`config.mk`:
```
export PLATFORM = sky130hd
export DESIGN_NAME = clock_monitor
export DESIGN_NICKNAME = d
export VERILOG_FILES = /design/src/rtl/clock_monitor_pkg.sv /design/src/rtl/clock_monitor_sync_edge_det.sv /design/src/rtl/clock_monitor.sv
export SDC_FILE = /design/constraint.sdc
export NUM_CORES = 1
export LEC_CHECK = 0
export ABC_AREA = 0
export CORE_UTILIZATION = 31
export CTS_CLUSTER_DIAMETER = 30
export DETAILED_ROUTE_END_ITERATION = 6
export PLACE_DENSITY = 0.46
export SLEW_MARGIN = 25
export SYNTH_ARGS = -nofsm -noshare
export SYNTH_HDL_FRONTEND = slang
export SYNTH_SLANG_ARGS = --single-unit
export TNS_END_PERCENT = 5
```
`constraint.sdc`:
```
create_clock -name clk -period 4 [get_ports clk]
set_clock_uncertainty 0.15 [all_clocks]
set_input_delay 1 -clock clk [delete_from_list [all_inputs] [get_ports clk]]
set_output_delay 1 -clock clk [all_outputs]
set_load 0.05 [all_outputs]
```
`src/rtl/clock_monitor_pkg.sv`:
```
// Shared types and helpers for the clock monitor and its edge detector.
package clock_monitor_pkg;

    localparam int SYNC_STAGES = 2;
    // Widest counter the difference helper supports; CNT_W must not exceed it.
    localparam int MAX_W = 32;

    typedef enum logic [1:0] {
        IDLE    = 2'd0,
        ARM     = 2'd1,
        MEASURE = 2'd2
    } state_t;

    function automatic logic [MAX_W:0] abs_diff(input logic [MAX_W:0] a,
                                                 input logic [MAX_W:0] b);
        return (a >= b) ? (a - b) : (b - a);
    endfunction

endpackage

```
`src/rtl/clock_monitor_sync_edge_det.sv`:
```
// Two-flop synchronizer with a history flop; emits one-cycle rise/fall pulses
// for any asynchronous level input.
module sync_edge_det (
    input  logic clk,
    input  logic rst_n,
    input  logic async_in,
    output logic sync_out,
    output logic rise,
    output logic fall
);
    import clock_monitor_pkg::*;

    logic [SYNC_STAGES-1:0] sync_q;
    logic                   hist_q;

    always_ff @(posedge clk or negedge rst_n) begin
        if (!rst_n) begin
            sync_q <= '0;
            hist_q <= 1'b0;
        end else begin
            sync_q <= {sync_q[SYNC_STAGES-2:0], async_in};
            hist_q <= sync_q[SYNC_STAGES-1];
        end
    end

    assign sync_out = sync_q[SYNC_STAGES-1];
    assign rise     = sync_out & ~hist_q;
    assign fall     = ~sync_out & hist_q;

endmodule

```
`src/rtl/clock_monitor.sv`:
```
// Measures period and high time of an asynchronous clock in system-clock
// cycles, tracks lock between successive measurements and flags a stopped clock.
module clock_monitor #(
    parameter int CNT_W    = 16,
    parameter int TOL      = 1,
    parameter int LOCK_CNT = 4,
    parameter int TIMEOUT  = 1024
) (
    input  logic             clk,
    input  logic             rst_n,
    input  logic             enable,
    input  logic             mon_clk,
    output logic [CNT_W-1:0] period_cnt,
    output logic [CNT_W-1:0] high_cnt,
    output logic             meas_valid,
    output logic             locked,
    output logic             stalled
);
    import clock_monitor_pkg::*;

    localparam int MATCH_W = $clog2(LOCK_CNT + 1);

    localparam logic [CNT_W-1:0]   CNT_MAX   = '1;
    localparam logic [CNT_W-1:0]   CNT_ONE   = CNT_W'(1);
    localparam logic [CNT_W-1:0]   TO_X      = CNT_W'(TIMEOUT);
    localparam logic [MAX_W:0]     TOL_X     = (MAX_W + 1)'(TOL);
    localparam logic [MATCH_W-1:0] LOCK_X    = MATCH_W'(LOCK_CNT);
    localparam logic [MATCH_W-1:0] MATCH_ONE = MATCH_W'(1);

    function automatic logic [MAX_W:0] ext(input logic [CNT_W-1:0] v);
        return {{(MAX_W + 1 - CNT_W){1'b0}}, v};
    endfunction

    function automatic logic [CNT_W-1:0] sat_inc(input logic [CNT_W-1:0] v);
        return (v == CNT_MAX) ? CNT_MAX : v + CNT_ONE;
    endfunction

    logic mon_sync, mon_rise, mon_fall;

    sync_edge_det u_sync (
        .clk      (clk),
        .rst_n    (rst_n),
        .async_in (mon_clk),
        .sync_out (mon_sync),
        .rise     (mon_rise),
        .fall     (mon_fall)
    );

    state_t             state_q, state_d;
    logic [CNT_W-1:0]   per_cnt_q, per_cnt_d;
    logic [CNT_W-1:0]   hi_cnt_q, hi_cnt_d;
    logic [CNT_W-1:0]   hi_lat_q, hi_lat_d;
    logic [CNT_W-1:0]   period_q, period_d;
    logic [CNT_W-1:0]   high_q, high_d;
    logic [CNT_W-1:0]   prev_per_q, prev_per_d;
    logic [CNT_W-1:0]   prev_hi_q, prev_hi_d;
    logic               have_prev_q, have_prev_d;
    logic [MATCH_W-1:0] match_q, match_d;
    logic               mv_q, mv_d;
    logic               locked_q, locked_d;
    logic               stalled_q, stalled_d;

    logic [MAX_W:0]     per_diff, hi_diff;
    logic               is_match;
    logic [MATCH_W-1:0] match_inc;

    // A saturated period means the counter overflowed, so it can never match.
    assign per_diff  = abs_diff(ext(per_cnt_q), ext(prev_per_q));
    assign hi_diff   = abs_diff(ext(hi_lat_q), ext(prev_hi_q));
    assign is_match  = have_prev_q && (per_diff <= TOL_X) && (hi_diff <= TOL_X)
                       && (per_cnt_q != CNT_MAX);
    assign match_inc = (match_q == LOCK_X) ? LOCK_X : match_q + MATCH_ONE;

    always_comb begin
        state_d     = state_q;
        per_cnt_d   = per_cnt_q;
        hi_cnt_d    = hi_cnt_q;
        hi_lat_d    = hi_lat_q;
        period_d    = period_q;
        high_d      = high_q;
        prev_per_d  = prev_per_q;
        prev_hi_d   = prev_hi_q;
        have_prev_d = have_prev_q;
        match_d     = match_q;
        mv_d        = 1'b0;
        locked_d    = locked_q;
        stalled_d   = stalled_q;

        if (!enable) begin
            state_d     = IDLE;
            per_cnt_d   = '0;
            hi_cnt_d    = '0;
            have_prev_d = 1'b0;
            match_d     = '0;
            locked_d    = 1'b0;
            stalled_d   = 1'b0;
        end else begin
            case (state_q)
                IDLE: begin
                    per_cnt_d   = '0;
                    hi_cnt_d    = '0;
                    have_prev_d = 1'b0;
                    match_d     = '0;
                    locked_d    = 1'b0;
                    stalled_d   = 1'b0;
                    state_d     = ARM;
                end
                ARM: begin
                    if (mon_rise) begin
                        per_cnt_d   = CNT_ONE;
                        hi_cnt_d    = CNT_ONE;
                        have_prev_d = 1'b0;
                        stalled_d   = 1'b0;
                        state_d     = MEASURE;
                    end else if (per_cnt_q >= TO_X) begin
                        per_cnt_d = '0;
                        hi_cnt_d  = '0;
                        match_d   = '0;
                        locked_d  = 1'b0;
                        stalled_d = 1'b1;
                    end else begin
                        per_cnt_d = sat_inc(per_cnt_q);
                    end
                end
                MEASURE: begin
                    if (mon_rise) begin
                        period_d    = per_cnt_q;
                        high_d      = hi_lat_q;
                        mv_d        = 1'b1;
                        prev_per_d  = per_cnt_q;
                        prev_hi_d   = hi_lat_q;
                        have_prev_d = 1'b1;
                        if (is_match) begin
                            match_d  = match_inc;
                            locked_d = (match_inc == LOCK_X);
                        end else if (have_prev_q) begin
                            match_d  = '0;
                            locked_d = 1'b0;
                        end
                        per_cnt_d = CNT_ONE;
                        hi_cnt_d  = CNT_ONE;
                    end else if (per_cnt_q >= TO_X) begin
                        per_cnt_d = '0;
                        hi_cnt_d  = '0;
                        match_d   = '0;
                        locked_d  = 1'b0;
                        stalled_d = 1'b1;
                        state_d   = ARM;
                    end else begin
                        per_cnt_d = sat_inc(per_cnt_q);
                        // High time accumulates only while the synchronized level is high.
                        if (mon_fall) begin
                            hi_lat_d = hi_cnt_q;
                        end else if (mon_sync) begin
                            hi_cnt_d = sat_inc(hi_cnt_q);
                        end
                    end
                end
                default: state_d = IDLE;
            endcase
        end
    end

    always_ff @(posedge clk or negedge rst_n) begin
        if (!rst_n) begin
            state_q     <= IDLE;
            per_cnt_q   <= '0;
            hi_cnt_q    <= '0;
            hi_lat_q    <= '0;
            period_q    <= '0;
            high_q      <= '0;
            prev_per_q  <= '0;
            prev_hi_q   <= '0;
            have_prev_q <= 1'b0;
            match_q     <= '0;
            mv_q        <= 1'b0;
            locked_q    <= 1'b0;
            stalled_q   <= 1'b0;
        end else begin
            state_q     <= state_d;
            per_cnt_q   <= per_cnt_d;
            hi_cnt_q    <= hi_cnt_d;
            hi_lat_q    <= hi_lat_d;
            period_q    <= period_d;
            high_q      <= high_d;
            prev_per_q  <= prev_per_d;
            prev_hi_q   <= prev_hi_d;
            have_prev_q <= have_prev_d;
            match_q     <= match_d;
            mv_q        <= mv_d;
            locked_q    <= locked_d;
            stalled_q   <= stalled_d;
        end
    end

    assign period_cnt = period_q;
    assign high_cnt   = high_q;
    assign meas_valid = mv_q;
    assign locked     = locked_q;
    assign stalled    = stalled_q;

endmodule
```
Word-level counts from Yosys, hierarchy flattened:

Cells that the tools add are included.

* eq/ne operators: 18
* multiplexer cells: 48
* add/sub/neg operators: 7
* bitwise logic cells: 6
* reduce and logical (&&, ||, !) cells: 12
* $lt $le $gt $ge: 5

Operator list (count)
* $mux W16: 12
* $sub A16 B16 Y17: 4
* $le A33 B1 Y1 const B: 2
* $mux W33: 2
* $pmux W16 S3: 1
* $add A16 B1 Y16 const B: 2
* $eq A16 B16 Y1 const B: 2
* $ge A16 B16 Y1: 2
* $pmux W16 S2: 1
* $mux W3: 7
* $ge A16 B11 Y1 const B: 1
* $mux W1: 16
* $ne A16 B16 Y1 const B: 1
* $ne A3 B3 Y1 const B: 5
* $reduce_and A3 Y1: 4
* $ne A5 B5 Y1 const B: 2
* $pmux W1 S3: 3
* $pmux W3 S3: 1
* $mux W2: 4
* $eq A3 B3 Y1 const B: 2
* $pmux W2 S3: 1
* $ne A5 B4 Y1 const B: 1
* $reduce_and A5 Y1: 1
* $ne A4 B1 Y1 const B: 1
* 12 further kinds: 18

* register bits: 92
* output and inout port bits: 35
* word-level logic and storage cells: 109
* input port bits: 4

Depth between registers and ports, before layout:

Gate-level depths: netlist (run 1).

* depth after elaboration: 10
* mapped depth: 14
* gate-level depth less buffers: 14

Hierarchy:

From an unflattened synthesis (run 1), not the netlist that was laid out.

* cells, all modules: 944
* area total of the unflattened synthesis: 7589.8 um^2

By module, submodules not included
* clock_monitor: cells each 939, area an instance 7499.7 um^2, seq. area each 2227.1 um^2, times used 1
* sync_edge_det: cells each 5, area an instance 90.1 um^2, seq. area each 75.1 um^2, times used 1

Worst setup path after synthesis (run 1):

OpenSTA, ideal clock, no wires.

* path kind: reg-to-reg
* from: reg prev_per_q[0]
* to: reg locked_q (netlist: locked)
* cell stages (with the launch flop): 14
* arrival: 4009 ps
* setup slack: -254 ps
* buffers on the path: 0
* data required time: 3755 ps
* period minus slack after synthesis: 4254 ps
* library setup time: 95 ps
* path through: dfrtp_1 ha_1 inv_1 fa_1 a211oi_2 nor3_1 or2_2 xor2_1 or4_4 nand2_1 nand4_1 or4_1 or4_4 o31ai_1

* word-level cells in the longest chain between the ends: 10
* elaborated cells between the ends (all ways): 14
* classes of those cells: 2 x add/sub; 2 x order compare; 1 x eq/ne; 5 x mux; 4 x reduce/logical

Ends and longest elaborated chain
* from (decl): line clock_monitor.sv:55 `logic [CNT_W-1:0] prev_per_q, prev_per_d;`
* from (signal assigned): line clock_monitor.sv:186 `prev_per_q <= prev_per_d;`
* $sub A16 B16 Y17 / $ge A16 B16 Y1 (equally long branches): line clock_monitor_pkg.sv:16 `return (a >= b) ? (a - b) : (b - a);`
* $mux W33 (*): line clock_monitor_pkg.sv:16
* $le A33 B1 Y1 (*): line clock_monitor.sv:70 `assign is_match = have_prev_q && (per_diff <= TOL_X) && (hi_diff <= TOL_X)`
* $logic_and A1 B1 Y1 (*) (2 in series): line clock_monitor.sv:70
* $logic_and A1 B1 Y1 (*): line clock_monitor.sv:71 `&& (per_cnt_q != CNT_MAX);`
* $mux W1: line clock_monitor.sv:133 `if (is_match) begin`
* $mux W1: line clock_monitor.sv:126 `if (mon_rise) begin`
* $pmux W1 S3: line clock_monitor.sv:98 `case (state_q)`
* $mux W1: line clock_monitor.sv:89 `if (!enable) begin`
* to (signal assigned): line clock_monitor.sv:191 `locked_q <= locked_d;`
* to (decl): line clock_monitor.sv:60 `logic locked_q, locked_d;`

Every way passes the cells marked *; elsewhere a longest branch is shown, timed or not.
A chain may end at the register's enable or synchronous reset.

Worst setup path in the final report (run 1):

* from: reg per_cnt_q[15]
* to: reg match_q[1]

* word-level cells in the longest chain between the ends: 10
* elaborated cells between the ends (all ways): 18
* classes of those cells: 2 x add/sub; 3 x order compare; 2 x eq/ne; 7 x mux; 4 x reduce/logical

Ends and longest elaborated chain
* from (decl): line clock_monitor.sv:50 `logic [CNT_W-1:0] per_cnt_q, per_cnt_d;`
* from (signal assigned): line clock_monitor.sv:181 `per_cnt_q <= per_cnt_d;`
* $sub A16 B16 Y17 / $ge A16 B16 Y1 (equally long branches): line clock_monitor_pkg.sv:16
* $mux W33: line clock_monitor_pkg.sv:16
* $le A33 B1 Y1: line clock_monitor.sv:70
* $logic_and A1 B1 Y1 (2 in series): line clock_monitor.sv:70
* $logic_and A1 B1 Y1: line clock_monitor.sv:71
* $mux W3: line clock_monitor.sv:133
* $mux W3: line clock_monitor.sv:126
* $pmux W3 S3: line clock_monitor.sv:98
* $mux W3: line clock_monitor.sv:89
* to (signal assigned): line clock_monitor.sv:189 `match_q <= match_d;`
* to (decl): line clock_monitor.sv:58 `logic [MATCH_W-1:0] match_q, match_d;`

Parallel ways exist; a longest one is shown, timed or not. The select of a mux whose other input is x is not followed.

==> flow_summary.toml, run 1 <==
[synthesis]
syn_avg_cell_area_um2 = 7.958
syn_area_um2 = 7870
yosysTopAreaCellShare_pct = 29.25
yosysTopAreaCell = "dfrtp_1"
yosysSeqAreaShare_pct = 29.25
synth_seq_cells = 92
yosysMostFrequentCell = "o21ai_0"
synth_nets = 1070
synth_cell_types = 74
synth.top_cells.by_area = "dfrtp_1 (29%), ha_1 (12%), o21ai_0 (6.9%), a21oi_1 (5.8%), nand2_1 (4.7%)"
synth_common_cells = "o21ai_0 (109), nand2_1 (99), dfrtp_1 (92), a21oi_1 (91), inv_1 (91)"
yosysWarnings = 0
synth_flop_cell = "dfrtp_1"
synth_cells = 989
async_flop_share_pct = 100.0
synth_edf_count = 0

[final_layout]
fillers = 2537
fin_nets = 1185
n_antenna_cell = 0
fin_cells = 1433
drive_above_1_share_pct = 21.46
syn_to_final_growth_pct = 26.45

[critical_path]
arrival_ns = 4.09
crit_type = "reg -> reg"
end_kind = "register"
worst_setup_path_start_kind = "register"
cp_data_required_time_ns = 4.13
worstPathMaxFanout = 7

[global_route]
grt_start_max_net_pins = 76
antenna_found_initial = 2
grt_pass1_vias = 7112
grt_use_total_pct = 18.65
grt_pass1_wl_um = 38290
overflow = 0

[floorplan]
ios = 39
core.rowCount = 57
start_util_pct = 31.99
die_w_um = 161.3
fp.dieH_um = 161.3
design.die.area_um2 = 26030
core_area_um2 = 24600

[cts]
h-tree-depth = 3
path_clk_slew_ns = 0.08
cts-root-buf = "clkbuf_16"
cts_hold_buf = 0
clock_sinks = 92
clk_path_buf_depth = 2
clk_latency_ns = 0.37
cts_tree = "built"
cts_buffers = 9

[pwr]
power_density_nw_per_um2 = 228.8
p_leak_nw = 4.451
irDropWorstVdd_uv = 154.1

[detailed_routing]
remaining_drc_errors = 0
vias = 7424
drtIter0Drc = 467
avgRoutedWirePerCell_um = 16.62
ant_nets = 0
routed_wl_um = 23810
first_pass_iters = 5
viasPerCell = 5.181

[placement]
hpwl_um = 18240
io_buffers = 38
routabilityCongestion = 0.8654
placed_cells = 1407

[timing]
post-route-period-util_pct = 99.10
finalMaxSlewViolations = 0
fin_setup_tns_ns = 0
hold_viol = 0
fmax_mhz = 252.3
max-slew-margin-rel_pct = 50.07
worst_slew_pin_slew_ns = 0.7489
period_minus_slack_ns = 3.964
finalSetupViolations = 0

[run]
drv_cap = 0

[hold_path]
hp-class = "reg -> reg"

[outcome]
outcome = "finished clean"
[cell usage in the layout, fill, tap and decap left out, types with 5 or more instances in the layout]
cell type,instances
a211oi_1,9
a21o_1,21
a21oi_1,88
a31oi_1,13
and2_1,10
and3_1,16
buf_4,115
clkbuf_16,9
clkdlybuf4s50_1,37
dfrtp_1,64
dfrtp_2,28
ha_1,58
ha_4,12
inv_1,89
mux2_2,17
mux2i_1,11
nand2_1,98
nand2b_1,10
nand3_1,24
nand4_1,16
nor2_1,61
nor2b_1,7
nor3_1,12
o211ai_1,5
o21a_1,7
o21ai_0,108
o21bai_1,7
o31ai_1,10
or3_1,7
xnor2_1,14
xor2_1,11
[critical path, stage by stage (launching register included)]
cell	delay [ns]
dfrtp_1	0.44
ha_2	0.41
nand3_1	0.18
a2111o_1	0.45
o211a_4	0.19
or4_4	0.55
nand2_2	0.07
nand4_1	0.09
or4_1	0.52
or4_4	0.60
o31ai_4	0.25
[per-stage QoR]
step                      cell area (um^2)  utilization (%)  power (W)  worst slack [ns]  hold WS, ns
after global placement                9264            37.65   0.001354          0.008546       0.1858
final                                 9952            40.45   0.002278           0.03619       0.2069
after floorplan                       7921                -   0.001210          -0.02300       0.1812
after detailed placement              9268            37.67   0.001353          -0.07801       0.1913
after global routing                  9952            40.45   0.002394          -0.06486       0.2110
after CTS                             9582            38.94   0.002295           0.02121       0.2103
[report_power, final]
part	total [W]	switching (W)	internal, W
Clock	0.000929	0.000477	0.000452
Combinational	0.000404	0.000239	0.000165
Sequential	0.000945	0.00000725	0.000937
[final cells by class]
cell class                      count  area [um^2]  share of cell area (%)
Timing Repair Buffer              154         1256                   12.62
Clock inverter                      7        88.84                  0.8926
Tap cell                          324        405.4                   4.073
Multi-Input combinational cell    756         5298                   53.23
Inverter                           91        341.6                   3.432
Sequential cell                    92         2337                   23.49
Clock buffer                        9        225.2                   2.263
[kinds of logic after synthesis]
kind of cell / Yosys count / share of synthesized area (%)
AND/OR/NAND/NOR: 303 / 19.08
adder cells (fa/ha/maj): 77 / 12.62
multiplexers: 28 / 3.831
XOR/XNOR: 25 / 2.782
buffers and inverters: 141 / 7.456
AO/OA/AOI/OAI: 323 / 24.98
flip-flops: 92 / 29.25
[routing by layer]
layer	vias to the layer above	routed length, um	global-route usage (%)
li1	3735	-	-
met5	-	0	0
met2	113	10270	28.12
met3	11	812	3.056
met1	3565	12500	27.69
met4	0	225	4.031
[registers in the layout, indices dropped and copies added (netlist names)]
register	count
u_sync.hist_q	1
match_q	3
locked	1
hi_lat_q	16
per_cnt_q	16
meas_valid	1
have_prev_q	1
state_q	2
prev_per_q	16
stalled	1
hi_cnt_q	16
prev_hi_q	16
u_sync.sync_q	2
[what timing repair did]
action / 4_1_cts / 5_1_grt
pin swaps: 4 / 19
setup endpoints to repair: 3 / 3
setup buffers: 0 / 10
gates resized for setup: 1 / 54
[worst paths after layout]
| check | from | end | slack, ns | cells after the start |
|---|---|---|---|---|
| max in group asynchronous | rst_n | state_q[0] | 2.51 | 2 |
| min in group asynchronous | rst_n | prev_hi_q[4] | 0.52 | 1 |
| max reg2reg | per_cnt_q[15] | match_q[1] | 0.04 | 10 |
| max | per_cnt_q[15] | match_q[1] | 0.04 | 10 |
| min reg2reg | u_sync.sync_q[0] | u_sync.sync_q[1] | 0.21 | 0 |
| min | u_sync.sync_q[0] | u_sync.sync_q[1] | 0.21 | 0 |
(Power assumes the default switching activity.)
==> run 2: changes to the inputs <==
- CORE_MARGIN: unset -> 10
==> run 2 against run 1 <==
Sequential power barely moved. Clock power is essentially flat. Worst setup slack better by 0.064 ns. Critical path depth up 3. Cell area rose by 1.2%. Die area up 24%. Register-to-register slack improved by 0.06 ns. Highest routed layer unchanged.
==> flow_summary.toml, run 2 (synthesis gave the netlist of run 1 again) <==
[critical_path]
crit_type = "reg -> reg"
critPathMaxStageDelay_ns = 0.60
arrival_ns = 4.03
cp_data_required_time_ns = 4.13
cpMaxStageDelayCell = "or4_4"
end_kind = "register"
worst_setup_path_start_kind = "register"
worstPathMaxFanout = 4
cp_cell_sequence = "inv_1, ha_1, and3_4, nand2_2, a2111o_1, nand3_2, buf_4, mux2i_1, xnor2_1, nand4_1, or4_1, or4_4, o31ai_4"

[detailed_routing]
remaining_drc_errors = 0
routed_wl_um = 24240
first_pass_iters = 5
drtIter0Drc = 413
ant_nets = 0
avgRoutedWirePerCell_um = 16.73
viasPerCell = 5.157
vias = 7473

[pwr]
finalPower_w = 0.002277
p_leak_nw = 4.498
power_density_nw_per_um2 = 226.2
irDropWorstVdd_uv = 165.7

[floorplan]
core_area_um2 = 25110
die_w_um = 179.3
core.rowCount = 58
start_util_pct = 31.34
design.die.area_um2 = 32160
fp.dieH_um = 179.3
ios = 39

[final_layout]
syn_to_final_growth_pct = 27.93
fillers = 2671
layout_commonest_cell = "buf_4"
n_antenna_cell = 0
drive_above_1_share_pct = 22.97
final_cell_mix = "buf_4 (126), o21ai_0 (108), nand2_1 (98)"
fin_nets = 1195

[cts]
cts_tree = "built"
cts_hold_buf = 0
cts-root-buf = "clkbuf_16"
h-tree-depth = 3
clk_latency_ns = 0.36
clock_sinks = 92
cts_buffers = 9
path_clk_slew_ns = 0.08
clk_path_buf_depth = 2

[timing]
max-slew-margin-rel_pct = 57.77
worst_slew_pin_slew_ns = 0.6317
fmax_mhz = 256.4
finalMaxSlewViolations = 0
hold_viol = 0
period_minus_slack_ns = 3.900
finalSetupViolations = 0
post-route-period-util_pct = 97.51
fin_setup_tns_ns = 0

[hold_path]
hp-class = "reg -> reg"

[placement]
routabilityCongestion = 0.8862
io_buffers = 38
hpwl_um = 18960

[global_route]
grt_use_total_pct = 15.23
grt_pass1_wl_um = 39210
overflow = 0
grt_pass1_vias = 7271
grt_start_max_net_pins = 66
antenna_found_initial = 0

[run]
drv_cap = 0

[outcome]
outcome = "finished clean"
## run 2: area by class of cell
class / count / area (um^2) / share of cell area (%)
Clock buffer: 9 / 225.2 / 2.237
Clock inverter: 7 / 81.33 / 0.8078
Timing Repair Buffer: 164 / 1336 / 13.27
Sequential cell: 92 / 2337 / 23.21
Tap cell: 330 / 412.9 / 4.101
Inverter: 91 / 341.6 / 3.393
Multi-Input combinational cell: 756 / 5334 / 52.98
## run 2: worst paths after layout
check / startpoint / endpoint / slack (ns) / cells past startpoint
min reg2reg: u_sync.sync_q[0] / u_sync.sync_q[1] / 0.20 / 0
max reg2reg: prev_hi_q[7] / locked / 0.1 / 13
max: prev_hi_q[7] / locked / 0.1 / 13
max in group asynchronous: rst_n / prev_per_q[3] / 2.52 / 2
min: u_sync.sync_q[0] / u_sync.sync_q[1] / 0.20 / 0
min in group asynchronous: rst_n / prev_hi_q[2] / 0.43 / 1
## run 2: stage by stage
step	instance area, um^2	setup slack, ns	util (%)	std cells	hold slack (ns)
2_1_floorplan	7921	-0.02300	-	989	0.1812
3_3_place_gp	9359	-0.02341	37.27	1423	0.1840
3_5_place_dp	9359	-0.09041	37.27	1423	0.1881
4_1_cts	9678	0.001983	38.54	1439	0.2049
5_1_grt	10070	-0.01505	40.10	1449	0.2226
6_report	10070	0.09974	40.10	1449	0.2010
## run 2: report_power, final
group	leakage [nW]	internal, W	total [W]	switching [W]
logic	3.12	0.000167	0.000405	0.000237
clock network	0.153	0.000497	0.000928	0.000431
registers	1.23	0.000937	0.000945	0.00000716
## run 2: repair_timing
item                                    in CTS  in global routing
pin swaps                                    5                 23
buffers inserted                             0                 10
gates resized for setup                      4                 58
gates cloned                                 0                  0
endpoints found under the setup margin       3                  4
## run 2: critical path: cells and delay by family (launching register included)
kind                       cells  cell delay, ns
AOI/OAI and AO/OA              2            0.71
xor gates and xnor gates       1            0.18
adders and majority gates      1            0.32
buffers and inverters          2            0.18
DFF                            1            0.39
muxes                          1            0.20
and+or+nand+nor                6            1.69
## run 2: per-layer routing
| metal | vias to the layer above | track usage (%) | share of wire [%] |
|---|---|---|---|
| met5 | - | 0 | 0 |
| met4 | 0 | 4.749 | 1.5 |
| met3 | 23 | 1.865 | 3.3 |
| met2 | 127 | 23.04 | 43 |
| met1 | 3571 | 22.06 | 52 |
| li1 | 3752 | - | - |
==> run 3: changes to the inputs <==
- CAP_MARGIN: unset -> 20
- SLEW_MARGIN: 25 -> unset
==> results of run 3 <==
The final DEF is identical to that of run 2; final timing and power are the same.
